$ cat src/rtl/elevator_pkg.sv
// Shared elevator constants: floor count default, floor-index width and the
// button debounce state encoding used by both the call panel and the controller.
package elevator_pkg;

    localparam int NUM_FLOORS_DEF = 5;
    localparam int FLOOR_W        = 3;

    localparam logic [1:0] DB_RELEASED     = 2'd0;
    localparam logic [1:0] DB_PRESS_WAIT   = 2'd1;
    localparam logic [1:0] DB_PRESSED      = 2'd2;
    localparam logic [1:0] DB_RELEASE_WAIT = 2'd3;

endpackage

$ cat src/rtl/btn_debounce.sv
// One pushbutton: 2-flop synchronizer then a 4-state debounce FSM; press pulses
// combinationally for the single cycle whose edge moves PRESS_WAIT -> PRESSED.
module btn_debounce
    import elevator_pkg::*;
#(
    parameter int DEBOUNCE_CYCLES = 4
) (
    input  logic clk,
    input  logic rst,
    input  logic raw,
    output logic press
);

    localparam int CW = $clog2(DEBOUNCE_CYCLES + 1);
    localparam logic [CW-1:0] CNT_ONE  = CW'(1);
    localparam logic [CW-1:0] CNT_LAST = CW'(DEBOUNCE_CYCLES - 1);

    logic          sync_a;
    logic          sync_b;
    logic [1:0]    state;
    logic [CW-1:0] cnt;

    always_ff @(posedge clk or posedge rst) begin
        if (rst) begin
            sync_a <= 1'b0;
            sync_b <= 1'b0;
        end else begin
            sync_a <= raw;
            sync_b <= sync_a;
        end
    end

    // The counter reaches DEBOUNCE_CYCLES on the accepting edge and is reloaded
    // before it is ever incremented again, so it cannot wrap.
    always_ff @(posedge clk or posedge rst) begin
        if (rst) begin
            state <= DB_RELEASED;
            cnt   <= '0;
        end else begin
            case (state)
                DB_RELEASED: begin
                    if (sync_b) begin
                        state <= DB_PRESS_WAIT;
                        cnt   <= CNT_ONE;
                    end
                end
                DB_PRESS_WAIT: begin
                    if (!sync_b) begin
                        state <= DB_RELEASED;
                        cnt   <= '0;
                    end else begin
                        cnt <= cnt + CNT_ONE;
                        if (cnt >= CNT_LAST) state <= DB_PRESSED;
                    end
                end
                DB_PRESSED: begin
                    if (!sync_b) begin
                        state <= DB_RELEASE_WAIT;
                        cnt   <= CNT_ONE;
                    end
                end
                default: begin
                    if (sync_b) begin
                        state <= DB_PRESSED;
                        cnt   <= '0;
                    end else begin
                        cnt <= cnt + CNT_ONE;
                        if (cnt >= CNT_LAST) state <= DB_RELEASED;
                    end
                end
            endcase
        end
    end

    assign press = (state == DB_PRESS_WAIT) && sync_b && (cnt >= CNT_LAST);

endmodule

$ cat src/rtl/call_panel.sv
// Call panel: debounced button presses latch into a pending-request vector that
// clears when the door opens at that floor; served and pending_count are registered.
module call_panel
    import elevator_pkg::*;
#(
    parameter int NUM_FLOORS      = NUM_FLOORS_DEF,
    parameter int DEBOUNCE_CYCLES = 4
) (
    input  logic                  clk,
    input  logic                  rst,
    input  logic [NUM_FLOORS-1:0] raw_btn,
    input  logic [FLOOR_W-1:0]    current_floor,
    input  logic                  door_open,
    output logic [NUM_FLOORS-1:0] buttons,
    output logic [NUM_FLOORS-1:0] served,
    output logic [2:0]            pending_count
);

    logic [NUM_FLOORS-1:0] press;
    logic [NUM_FLOORS-1:0] clear;
    logic [NUM_FLOORS-1:0] buttons_next;
    logic [2:0]            count_next;

    for (genvar i = 0; i < NUM_FLOORS; i++) begin : g_btn
        btn_debounce #(
            .DEBOUNCE_CYCLES(DEBOUNCE_CYCLES)
        ) u_debounce (
            .clk  (clk),
            .rst  (rst),
            .raw  (raw_btn[i]),
            .press(press[i])
        );
    end

    // An out-of-range floor matches no bit, so it clears nothing; clear beats press.
    always_comb begin
        clear      = '0;
        count_next = '0;
        for (int i = 0; i < NUM_FLOORS; i++) begin
            clear[i] = door_open && (current_floor == FLOOR_W'(i));
        end
        buttons_next = (buttons | press) & ~clear;
        for (int i = 0; i < NUM_FLOORS; i++) begin
            count_next = count_next + 3'(buttons_next[i]);
        end
    end

    always_ff @(posedge clk or posedge rst) begin
        if (rst) begin
            buttons       <= '0;
            served        <= '0;
            pending_count <= '0;
        end else begin
            buttons       <= buttons_next;
            served        <= buttons & ~buttons_next;
            pending_count <= count_next;
        end
    end

endmodule

$ cat config.mk
export PLATFORM = sky130hd
export DESIGN_NAME = call_panel
export DESIGN_NICKNAME = d
export VERILOG_FILES = /design/src/rtl/elevator_pkg.sv /design/src/rtl/btn_debounce.sv /design/src/rtl/call_panel.sv
export SDC_FILE = /design/constraint.sdc
export NUM_CORES = 1
export LEC_CHECK = 0
export BUFFER_PORTS_ARGS = -buffer_cell sky130_fd_sc_hd__buf_2
export CAP_MARGIN = 20
export CORE_UTILIZATION = 59
export CTS_CLUSTER_DIAMETER = 30
export CTS_CLUSTER_SIZE = 28
export DETAILED_ROUTE_END_ITERATION = 16
export PLACE_DENSITY = 0.79
export SKIP_LAST_GASP = 1
export SYNTH_ARGS = -nofsm -noshare
export SYNTH_HDL_FRONTEND = slang
export SYNTH_SLANG_ARGS = --single-unit
$ cat constraint.sdc
create_clock -name clk -period 3.7 [get_ports clk]
set_clock_uncertainty 0.1 [all_clocks]
set_input_delay 0 -clock clk [delete_from_list [all_inputs] [get_ports clk]]
set_output_delay 0 -clock clk [all_outputs]
set_load 0.02 [all_outputs]
-- Word-level counts from Yosys, hierarchy flattened
Cells that the tools add are included.
- register bits: 48
- output and inout bits: 13
- bits in latches: 0
- memory bits (writable): 0
- bits in read-only memories: 0
- memories: 0
- logic and storage cells: 167
- bitwise operators: 5
- reductions and logical operators: 36
- equal/unequal tests: 29
- magnitude comparators: 5
- shift-type cells: 0
- div/mod/pow operators: 0
- mux-type cells: 60
- add/sub/neg operators: 9
- multiply operators: 0
- operator list (kind ; number):
    2-to-1 mux 2 bit ; 30
    2-to-1 mux 3 bit ; 20
    one-hot mux 3 bit (3 select lines) ; 5
    one-hot mux 2 bit (3 select lines) ; 5
    AND reduction 4 bit ; 5
    nonzero test 4 bit ; 5
    adder 3 x 1 -> 3 bit, second input constant ; 5
    >= comparator 3 x 2 -> 1 bit, second input constant ; 5
    logical AND 1 bit ; 15
    inequality test 3 bit, second input constant ; 5
    bitwise AND 5 bit ; 2
    == test 2 x 1 -> 1 bit, second input constant ; 5
    == test 2 bit, second input constant ; 5
    logical NOT 2 bit ; 5
    inequality test 2 x 1 -> 1 bit, second input constant ; 5
    inequality test 2 bit, second input constant ; 5
    inverter 5 bit ; 2
    AND reduction 2 bit ; 5
    adder 3 x 1 -> 3 bit ; 2
    == test 3 x 2 -> 1 bit, second input constant ; 2
    bitwise OR 5 bit ; 1
    adder 2 x 1 -> 3 bit ; 1
    == test 3 x 1 -> 1 bit, second input constant ; 1
    == test 3 bit, second input constant ; 1
    other kinds (2) ; 2

-- Depth between registers and ports, before layout
Gate-level depths: netlist (run 1).
- depth after elaboration: 9
- mapped depth: 8
- mapped depth without buffers: 8

-- Cells and area by module
Synthesis (run 1) repeated with hierarchy kept, for this count alone.
- cells, all modules: 156
- area total of the unflattened synthesis: 2049.5 um2
- modules (own cells, without submodules) (module ; cells each ; area an instance (um2) ; seq. area each (um2) ; times used):
    btn_debounce ; 24 ; 310.3 ; 175.2 ; 5
    call_panel ; 36 ; 498.0 ; 325.3 ; 1

-- Least setup slack after synthesis (run 1)
No wires, ideal clock.
- path type: flip-flop to flip-flop
- from: reg g_btn[0].u_debounce.cnt[0]
- to: reg pending_count[1]
- cell stages (with the launch flop): 9
- library setup time: 0.126 ns
- data arrival time: 2.403 ns
- setup slack: 1.071 ns
- data required time: 3.474 ns
- path through: dfrtp_1 ha_1 ha_1 a211oi_1 nor2b_1 a2bb2oi_1 fa_1 fa_1 ha_1
- word-level cells in the longest chain between the ends: 8
- ends and longest elaborated chain (item ; RTL line ; text):
    start: declaration ; btn_debounce.sv:21 ; logic [CW-1:0] cnt;
    start signal: assignment ; btn_debounce.sv:52 ; cnt <= cnt + CNT_ONE;
    start signal: assignment ; btn_debounce.sv:67 ; cnt <= cnt + CNT_ONE;
    >= comparator 3 x 2 -> 1 bit ; btn_debounce.sv:75 ; assign press = (state == DB_PRESS_WAIT) && sync_b && (cnt >= CNT_LAST);
    logical AND 1 bit ; btn_debounce.sv:75 ;
    bitwise OR 5 bit ; call_panel.sv:42 ; buttons_next = (buttons | press) & ~clear;
    bitwise AND 5 bit ; call_panel.sv:42 ;
    via buttons_next[0] ; call_panel.sv:21 ; logic [NUM_FLOORS-1:0] buttons_next;
    adder 1 x 1 -> 2 bit ; call_panel.sv:44 ; count_next = count_next + 3'(buttons_next[i]);
    adder 2 x 1 -> 3 bit ; call_panel.sv:44 ;
    adder 3 x 1 -> 3 bit (2 in series) ; call_panel.sv:44 ;
    via count_next[1] ; call_panel.sv:22 ; logic [2:0] count_next;
    end signal: assignment ; call_panel.sv:56 ; pending_count <= count_next;
    end: declaration ; call_panel.sv:16 ; output logic [2:0] pending_count
The timed path passes the listed nets, and every way through them passes these cells.
A chain may end at the register's enable or synchronous reset.

-- Worst setup path after layout (run 1)
Ends and elaborated chain as after synthesis.

==> out/qor.csv, run 1 <==
metric,value,unit
status,finished clean,
leading area contributor after synthesis,dfrtp_1,
Max clock buf depth,2,
Area Growth Syn to Fin,14.82,%
"Top FF cell, synth",dfrtp_1,
# DRC,0,
routed vias,1888,
worst rel slew slack,0.6932,
CP Max Fanout,6,
WHS,0.1332,ns
RSZ-0062 raised after global routing,false,
Crit-path slowest cell,fa_1,
total power,2.384,mW
Slew @ Worst Pin,0.4553,ns
Detail Route Antenna Nets,0,
Die X,69.04,µm
share of cells above drive strength 1,0.1767,
post-layout min period,2.836,ns
CP bufs+invs,0,
IO Pins,24,
CTS root buf,clkbuf_8,
number of synthesized flops with an enable pin,0,
Tot GR Track Use,0.2148,
distinct cell type count after synthesis,42,
row count,24,
antenna cells,0,
Pleak,1.528,nW
Worst VDD drop,0.4564,mV
hold crit path type,in -> async,
max-cap violations,0,
hold_buf cts,12,
Place WS,0.8844,ns
crit path kind,reg -> reg,
Yosys top cell area share,0.4530,
DR pass1 iterations,4,
multi-input logic area,0.001325,mm²
r2r worst-path depth,8,
clk_lat worst skew,0.30,ns
final net count,326,
sequential share of the synthesized area,0.4530,
Initial Utilization,0.6131,
first-pass GRT wire length,8169,µm
Reg area,0.001201,mm²
die height,69.04,µm
CP Launch Type,register,
FILL cells,330,
Crit path max-delay family,adder cells,
initial antenna violation count,0,
"Largest stage delay, worst path",0.52,ns
Post-Syn Nets,287,
Layout Cells excl Fill,335,
CP arrival,2.93,ns
CTS tree,built,
synthesized area,0.002651,mm²
initial DRC count,97,
RD Place Congestion,0.8129,
Final Setup Violations,0,
vias per cell,5.636,
Num CTS Buffers,5,
area of placed instances,0.002796,mm²
post-DP HPWL,3339,µm
post-route cell area,0.003044,mm²
setup TNS,0,ns
GRT overflow,0,
die area,0.004766,mm²
R2R Setup Slk,0.86,ns
warnings from Yosys,0,
Post-CTS Setup Inserts,0,
crit-path cells,"ha_1, ha_1, a211oi_1, nor2b_1, a2bb2oi_1, fa_1, fa_1, ha_1",
pwr dens,783.1,mW/mm²
post-route setup slack,0.8639,ns
vias in the first global route,1882,
most frequent cell on the critical path,ha_1,
ranking of synthesized cells by area,"dfrtp_1 45%, ha_1 15%, inv_1 3.4%",
CP endpoint kind,register,
final max-slew violation count,0,
Cell Count Post-Placement,314,
clock sink total,48,
Tcrit/Tclk final,0.7665,
Worst-path clk slew,0.09,ns
H-Tree Level Count,2,
reg2reg end,pending_count[1],
Fmax,352.6,MHz
Syn Inst Count,243,
Crit Reg-Reg Startpoint,g_btn[0].u_debounce.cnt[0],
wire per inst,14.09,µm
CTS-repair resized insts,0,
port bufs,23,
Final Util,0.7040,
Critical Path RT,3.80,ns
Total Wirelength,4719,µm
largest net degree at the start of global routing,49,
syn_area_per_cell,10.91,µm²
async set or reset register ratio after synthesis,1.000,
Seq cells post-synth,48,
core area,0.004324,mm²
Final Hold Fails,0,
[routing by layer]
layer	vias to the layer above	GRT usage	share of wire
met1	915	0.2818	0.46
li1	937	-	-
met5	-	0	0
met4	0	0.07256	0.012
met2	31	0.3538	0.50
met3	5	0.04678	0.031
[how the worst max path moves through the flow]
| stage | startpoint | to | slack [ns] | cells after the start |
|---|---|---|---|---|
| 2_1_floorplan | g_btn[0].u_debounce.cnt[0] | pending_count[1] | 1.07 | 8 |
| 3_3_place_gp | g_btn[0].u_debounce.cnt[0] | pending_count[1] | 1.0 | 8 |
| 3_5_place_dp | g_btn[0].u_debounce.cnt[0] | pending_count[1] | 0.88 | 8 |
| 4_1_cts | g_btn[0].u_debounce.cnt[0] | pending_count[1] | 0.90 | 8 |
| 5_1_grt | g_btn[0].u_debounce.cnt[0] | pending_count[1] | 0.69 | 8 |
| 6_report | g_btn[0].u_debounce.cnt[0] | pending_count[1] | 0.86 | 8 |
[worst reg2reg max path: stages (launching register included)]
cell and delay (ns):
dfrtp_1 0.44, ha_1 0.22, ha_1 0.20, a211oi_1 0.33
nor2b_1 0.11, a2bb2oi_1 0.17, fa_1 0.52, fa_1 0.38
ha_1 0.28
[synth_stat cells (5+ instances only)]
cell type  count
inv_1         24
a31oi_1        6
dfrtp_1       48
o21ai_0       13
nand2_1       14
a22o_1         7
mux2_4         5
a21oi_1        5
nor2_1        21
nor3_1         6
nor2b_1        5
ha_1          31
[area by class of cell]
type,count,share of cell area
Clock buffer,6,0.02384
Inverter,24,0.02959
Multi-Input combinational cell,167,0.4353
Tap cell,52,0.02137
Sequential cell,48,0.3946
Timing Repair Buffer,36,0.08385
Clock inverter,2,0.01151
[cell families (layout without fill, tap and decap cells)]
kind of cell	count (synthesis)	count (layout)	synth area share
AND/OR/NAND/NOR	67	67	0.1340
AO/OA/AOI/OAI	57	57	0.1557
flip-flops	48	48	0.4530
adder cells (fa/ha/maj)	33	33	0.1614
buffers and inverters	28	68	0.04719
multiplexers	10	10	0.04861
[cells in the final DEF (no fill, tap or decap), drive strengths merged, types with 2 or more instances in the layout]
cell type | synthesis | final
dlygate4sd3 | 0 | 12
a211oi | 4 | 4
a311oi | 3 | 3
mux2 | 8 | 8
a22o | 7 | 7
a32o | 2 | 2
a211o | 4 | 4
nor2 | 21 | 21
a21oi | 8 | 8
nor3b | 2 | 2
clkbuf | 0 | 6
a31oi | 6 | 6
mux2i | 2 | 2
buf | 4 | 24
or2 | 3 | 3
nor3 | 10 | 10
fa | 2 | 2
nand2 | 14 | 14
inv | 24 | 24
and4 | 2 | 2
dfrtp | 48 | 48
ha | 31 | 31
nand2b | 4 | 4
and2 | 3 | 3
nor2b | 5 | 5
o31a | 4 | 4
o21ai | 14 | 14
[report_power, final]
group / internal [mW] / switching [mW]
logic: 0.543 / 0.627
clock network: 0.201 / 0.171
registers: 0.686 / 0.156
No activity file was read; power rests on OpenSTA's default activity.
==> inputs of run 2 (changes only) <==
--- a/config.mk
+++ b/config.mk
@@ -5,6 +5,7 @@
 export SDC_FILE = /design/constraint.sdc
 export NUM_CORES = 1
 export LEC_CHECK = 0
+export ABC_AREA = 1
 export BUFFER_PORTS_ARGS = -buffer_cell sky130_fd_sc_hd__buf_2
 export CAP_MARGIN = 20
 export CORE_UTILIZATION = 59
==> constraint.sdc (replaced) <==
create_clock -name clk -period 2.9 [get_ports clk]
set_clock_uncertainty 0.1 [all_clocks]
set_input_delay 0 -clock clk [delete_from_list [all_inputs] [get_ports clk]]
set_output_delay 0 -clock clk [all_outputs]
set_load 0.02 [all_outputs]
==> out/qor.csv, run 2 <==
metric,value,unit
status,finished clean,
Cell Count Post-Placement,364,
RSZ-0062 raised after global routing,false,
Slew @ Worst Pin,0.3486,ns
FILL cells,291,
total power,2.713,mW
Crit-path slowest cell,fa_1,
warnings from Yosys,0,
WHS,0.07751,ns
internal power,1.581,mW
max-cap violations,0,
crit path kind,reg -> reg,
multi-input logic area,0.001175,mm²
"Largest stage delay, worst path",0.49,ns
CP bufs+invs,1,
number of synthesized flops with an enable pin,0,
"commonest non-fill, non-tap cell in the layout",nand2_1,
sequential power share,0.385,
core area,0.004115,mm²
Seq cells post-synth,48,
initial antenna violation count,0,
largest net degree at the start of global routing,49,
IO Pins,24,
Crit path max-delay family,adder cells,
Worst-path clk slew,0.09,ns
Worst VDD drop,0.5336,mV
# DRC,0,
Initial Utilization,0.6275,
DR pass1 iterations,4,
RD Place Congestion,0.8128,
GRT overflow,0,
Syn Inst Count,292,
hold_buf cts,13,
Detail Route Antenna Nets,0,
Num CTS Buffers,5,
Area Growth Syn to Fin,16.57,%
Pleak,1.598,nW
Die X,68.16,µm
Tot GR Track Use,0.2256,
CTS-repair resized insts,0,
H-Tree Level Count,2,
final max-slew violation count,0,
CP Launch Type,register,
async set or reset register ratio after synthesis,1.000,
routed vias,1953,
CTS tree,built,
ranking of synthesized cells by area,"dfrtp_1 47%, ha_1 15%, nand2_1 10%",
final net count,379,
clk_lat worst skew,0.30,ns
Final Hold Fails,0,
post-layout min period,2.672,ns
source of the critical timing path,g_btn[0].u_debounce.cnt[0],
crit-path cells,"ha_1, ha_1, nor2_1, nand2_1, inv_1, nor2_1, o21a_1, fa_1, fa_1, ha_1",
Crit Reg-Reg Startpoint,g_btn[0].u_debounce.cnt[0],
Logic pwr share,0.441,
clock sink total,48,
share of cells above drive strength 1,0.1131,
hold crit path type,in -> async,
switch share,0.4172,
wire per inst,11.87,µm
CP Max Fanout,4,
worst rel slew slack,0.7675,
Clk pwr share,0.175,
CTS root buf,clkbuf_8,
Max clock buf depth,2,
first-pass GRT wire length,7769,µm
Total Wirelength,4580,µm
initial DRC count,83,
"Top FF cell, synth",dfrtp_1,
setup TNS,0,ns
leading area contributor after synthesis,dfrtp_1,
Post-synth top cells,"70 x nand2_1, 52 x inv_1, 48 x dfrtp_1, 31 x ha_1, 21 x nor2_1",
sequential share of the synthesized area,0.4651,
Tcrit/Tclk final,0.9215,
vias in the first global route,1897,
antenna cells,0,
most frequent cells in the layout,"70 x nand2_1, 51 x inv_1, 48 x dfrtp_1",
CP arrival,2.76,ns
Reg area,0.001201,mm²
Yosys top cell area share,0.4651,
distinct cell type count after synthesis,20,
Post-CTS Setup Inserts,0,
die area,0.004646,mm²
port bufs,23,
Critical Path RT,2.99,ns
Layout Cells excl Fill,386,
synthesized area,0.002582,mm²
Post-Syn Nets,336,
die height,68.16,µm
CP endpoint kind,register,
vias per cell,5.060,
most common cell in the synthesized netlist,nand2_1,
Fmax,374.2,MHz
syn_area_per_cell,8.844,µm²
Final Setup Violations,0,
row count,23,
most frequent cell on the critical path,ha_1,
pwr dens,901.4,mW/mm²
Psw,1.132,mW
post-DP HPWL,3250,µm
==> run 2: cell count changes in the layout (fill, tap and decap cells not counted), moves of 7 or more <==
cell | before | now
nand2_1 | 14 | 70
a22o_1 | 7 | 0
o21ai_1 | 0 | 7
nand4_1 | 1 | 9
nand3_1 | 0 | 11
inv_1 | 23 | 51
==> run 2: cells by family (layout without fill, tap and decap cells) <==
logic type	count (synthesis)	count (layout)	share of synthesized area
compound gates	44	44	0.1090
fa+ha+maj	33	33	0.1657
buf+inv	54	98	0.07994
flops	48	48	0.4651
simple gates	113	113	0.1802
==> run 2: final timing paths <==
check / end / slack (ns) / cells past startpoint
min reg2reg: g_btn[3].u_debounce.sync_b / 0.25 / 0
max in group asynchronous: g_btn[3].u_debounce.cnt[0] / 2.14 / 4
max reg2reg: pending_count[1] / 0.23 / 10
max: pending_count[1] / 0.23 / 10
min in group clk: g_btn[4].u_debounce.sync_a / 0.24 / 2
min: g_btn[4].u_debounce.state[0] / 0.08 / 3
==> run 2: layout make-up <==
class	count	share of cell area
sequential	48	0.3990
multi-input combinational	190	0.3903
timing repair buffer	37	0.08811
inverter	53	0.06608
clock buffer	6	0.02411
tap	50	0.02078
clock inverter	2	0.01164
==> run 2: power groups by stage <==
stage	clock network (mW)	registers [mW]	logic, mW
after floorplan	0	1.07	0.863
after global placement	0	1.05	1.12
after detailed placement	0	1.06	1.19
after CTS	0.483	1.04	1.20
after global routing	0.505	1.08	1.41
final	0.474	1.04	1.20
==> run 2: through the flow <==
stage                       util  cell area [µm²]  setup WS (ns)
after floorplan                -             2582         0.4029
after global placement    0.6689             2753         0.3435
after detailed placement  0.6689             2753         0.2453
after CTS                 0.7267             2990         0.2178
after global routing      0.7315             3010         0.1414
final                     0.7315             3010         0.2278
==> run 2: layer usage <==
metal	global-route usage	wire [µm]
met1	0.2649	2108
met2	0.4044	2309
met3	0.05500	137
met4	0.06510	24
met5	0	0
==> run 2: worst min-delay path: cells and delay by family <==
| kind | cells | cell delay (ns) |
|---|---|---|
| buffers and inverters | 3 | 0.87 |
==> inputs of run 3 (changes only) <==
--- a/config.mk
+++ b/config.mk
@@ -8,8 +8,9 @@
 export ABC_AREA = 1
 export BUFFER_PORTS_ARGS = -buffer_cell sky130_fd_sc_hd__buf_2
 export CAP_MARGIN = 20
-export CORE_UTILIZATION = 59
-export CTS_CLUSTER_DIAMETER = 30
+export CELL_PAD_IN_SITES_DETAIL_PLACEMENT = 0
+export CELL_PAD_IN_SITES_GLOBAL_PLACEMENT = 1
+export CORE_UTILIZATION = 45
 export CTS_CLUSTER_SIZE = 28
 export DETAILED_ROUTE_END_ITERATION = 16
 export PLACE_DENSITY = 0.79
==> out/qor.csv, run 3 (synthesis gave the netlist of run 2 again) <==
metric,value,unit
clock sink total,48,
CP Launch Type,register,
most frequent cell on the critical path,ha_1,
final net count,378,
row count,27,
multi-input logic area,0.001175,mm²
Reg area,0.001201,mm²
Final Setup Violations,0,
routed vias,1896,
CP Max Fanout,4,
vias per cell,4.658,
DR pass1 iterations,4,
worst rel slew slack,0.7593,
CP endpoint kind,register,
switch share,0.4171,
RSZ-0062 raised after global routing,false,
"Largest stage delay, worst path",0.49,ns
largest net degree at the start of global routing,49,
core area,0.005507,mm²
CTS-repair resized insts,0,
FILL cells,512,
die area,0.006046,mm²
GRT overflow,0,
hold crit path type,in -> async,
hold_buf cts,12,
pwr dens,891.7,mW/mm²
port bufs,23,
Critical Path RT,3.01,ns
Tcrit/Tclk final,0.8943,
IO Pins,24,
Clk pwr share,0.184,
Worst-path clk slew,0.10,ns
Final Hold Fails,0,
Post-CTS Setup Inserts,0,
final max-slew violation count,0,
Slew @ Worst Pin,0.3610,ns
"commonest non-fill, non-tap cell in the layout",nand2_1,
Detail Route Antenna Nets,0,
Tot GR Track Use,0.1667,
share of cells above drive strength 1,0.1164,
post-route cell area,0.003037,mm²
Pleak,1.597,nW
internal power,1.578,mW
CTS tree,built,
post-layout min period,2.593,ns
CP arrival,2.70,ns
max-cap violations,0,
die height,77.76,µm
Worst VDD drop,0.4181,mV
vias in the first global route,1852,
crit-path cells,"ha_1, ha_1, nor2_1, nand2_1, inv_1, nor2_1, o21a_1, fa_1, fa_1, ha_1",
H-Tree Level Count,2,
most frequent cells in the layout,"70 x nand2_1, 51 x inv_1, 48 x dfrtp_1",
status,finished clean,
# DRC,0,
Crit-path slowest cell,fa_1,
Psw,1.129,mW
initial antenna violation count,0,
area of placed instances,0.002780,mm²
Fmax,385.6,MHz
post-DP HPWL,3310,µm
initial DRC count,69,
setup TNS,0,ns
wire per inst,11.02,µm
Logic pwr share,0.430,
Die X,77.76,µm
crit path kind,reg -> reg,
antenna cells,0,
RD Place Congestion,0.7996,
CTS root buf,clkbuf_8,
sequential power share,0.386,
Total Wirelength,4486,µm
Area Growth Syn to Fin,17.59,%
clk_lat worst skew,0.31,ns
Initial Utilization,0.4690,
Num CTS Buffers,5,
first-pass GRT wire length,7935,µm
Max clock buf depth,2,
## run 3: worst paths after layout
check / to / from / cells past startpoint / slack [ns]
max: pending_count[1] / g_btn[0].u_debounce.cnt[0] / 10 / 0.31
min: g_btn[1].u_debounce.state[0] / rst / 3 / 0.008
max reg2reg: pending_count[1] / g_btn[0].u_debounce.cnt[0] / 10 / 0.31
min reg2reg: g_btn[0].u_debounce.sync_b / g_btn[0].u_debounce.sync_a / 0 / 0.25
max in group asynchronous: g_btn[1].u_debounce.cnt[2] / rst / 4 / 2.24
min in group clk: served[1] / door_open / 5 / 0.02
## run 3: cell type report
cell class / instances / area share
Timing Repair Buffer: 36 / 0.08405
Inverter: 53 / 0.06551
Sequential cell: 48 / 0.3955
Clock inverter: 3 / 0.01566
Tap cell: 72 / 0.02967
Clock buffer: 5 / 0.02266
Multi-Input combinational cell: 190 / 0.3869
## run 3: power groups by stage
stage	Clock (mW)	Combinational (mW)	Sequential (mW)
6_report	0.497	1.16	1.05
5_1_grt	0.537	1.36	1.08
3_5_place_dp	0	1.17	1.06
2_1_floorplan	0	0.863	1.07
4_1_cts	0.514	1.19	1.05
3_3_place_gp	0	1.15	1.05
## run 3: critical path, delay by kind of cell (launching register included)
kind                       cells  cell delay (ns)
adders and majority gates      5             1.54
AOI/OAI and AO/OA              1             0.19
and+or+nand+nor                3             0.17
DFF                            1             0.42
buffers and inverters          1             0.07
## run 3: metrics by stage
stage          power [mW]  cells    util  hold WS [ns]  worst slack, ns
2_1_floorplan       1.935    292       -      -0.06857           0.4029
3_3_place_gp        2.200    386  0.5049      0.008701           0.3407
3_5_place_dp        2.230    386  0.5049      0.009323           0.2867
4_1_cts             2.749    406  0.5478       0.01449           0.2884
5_1_grt             2.982    407  0.5515      0.002475           0.1875
6_report            2.708    407  0.5515      0.007994           0.3066
## run 3: per-layer routing
layer  part of all wire  global-route usage  up-vias
met5                  0                   0        -
met4              0.012             0.05849        0
met3              0.031             0.04235        6
li1                   -                   -     1013
met1               0.48              0.2147      857
met2               0.47              0.2717       20
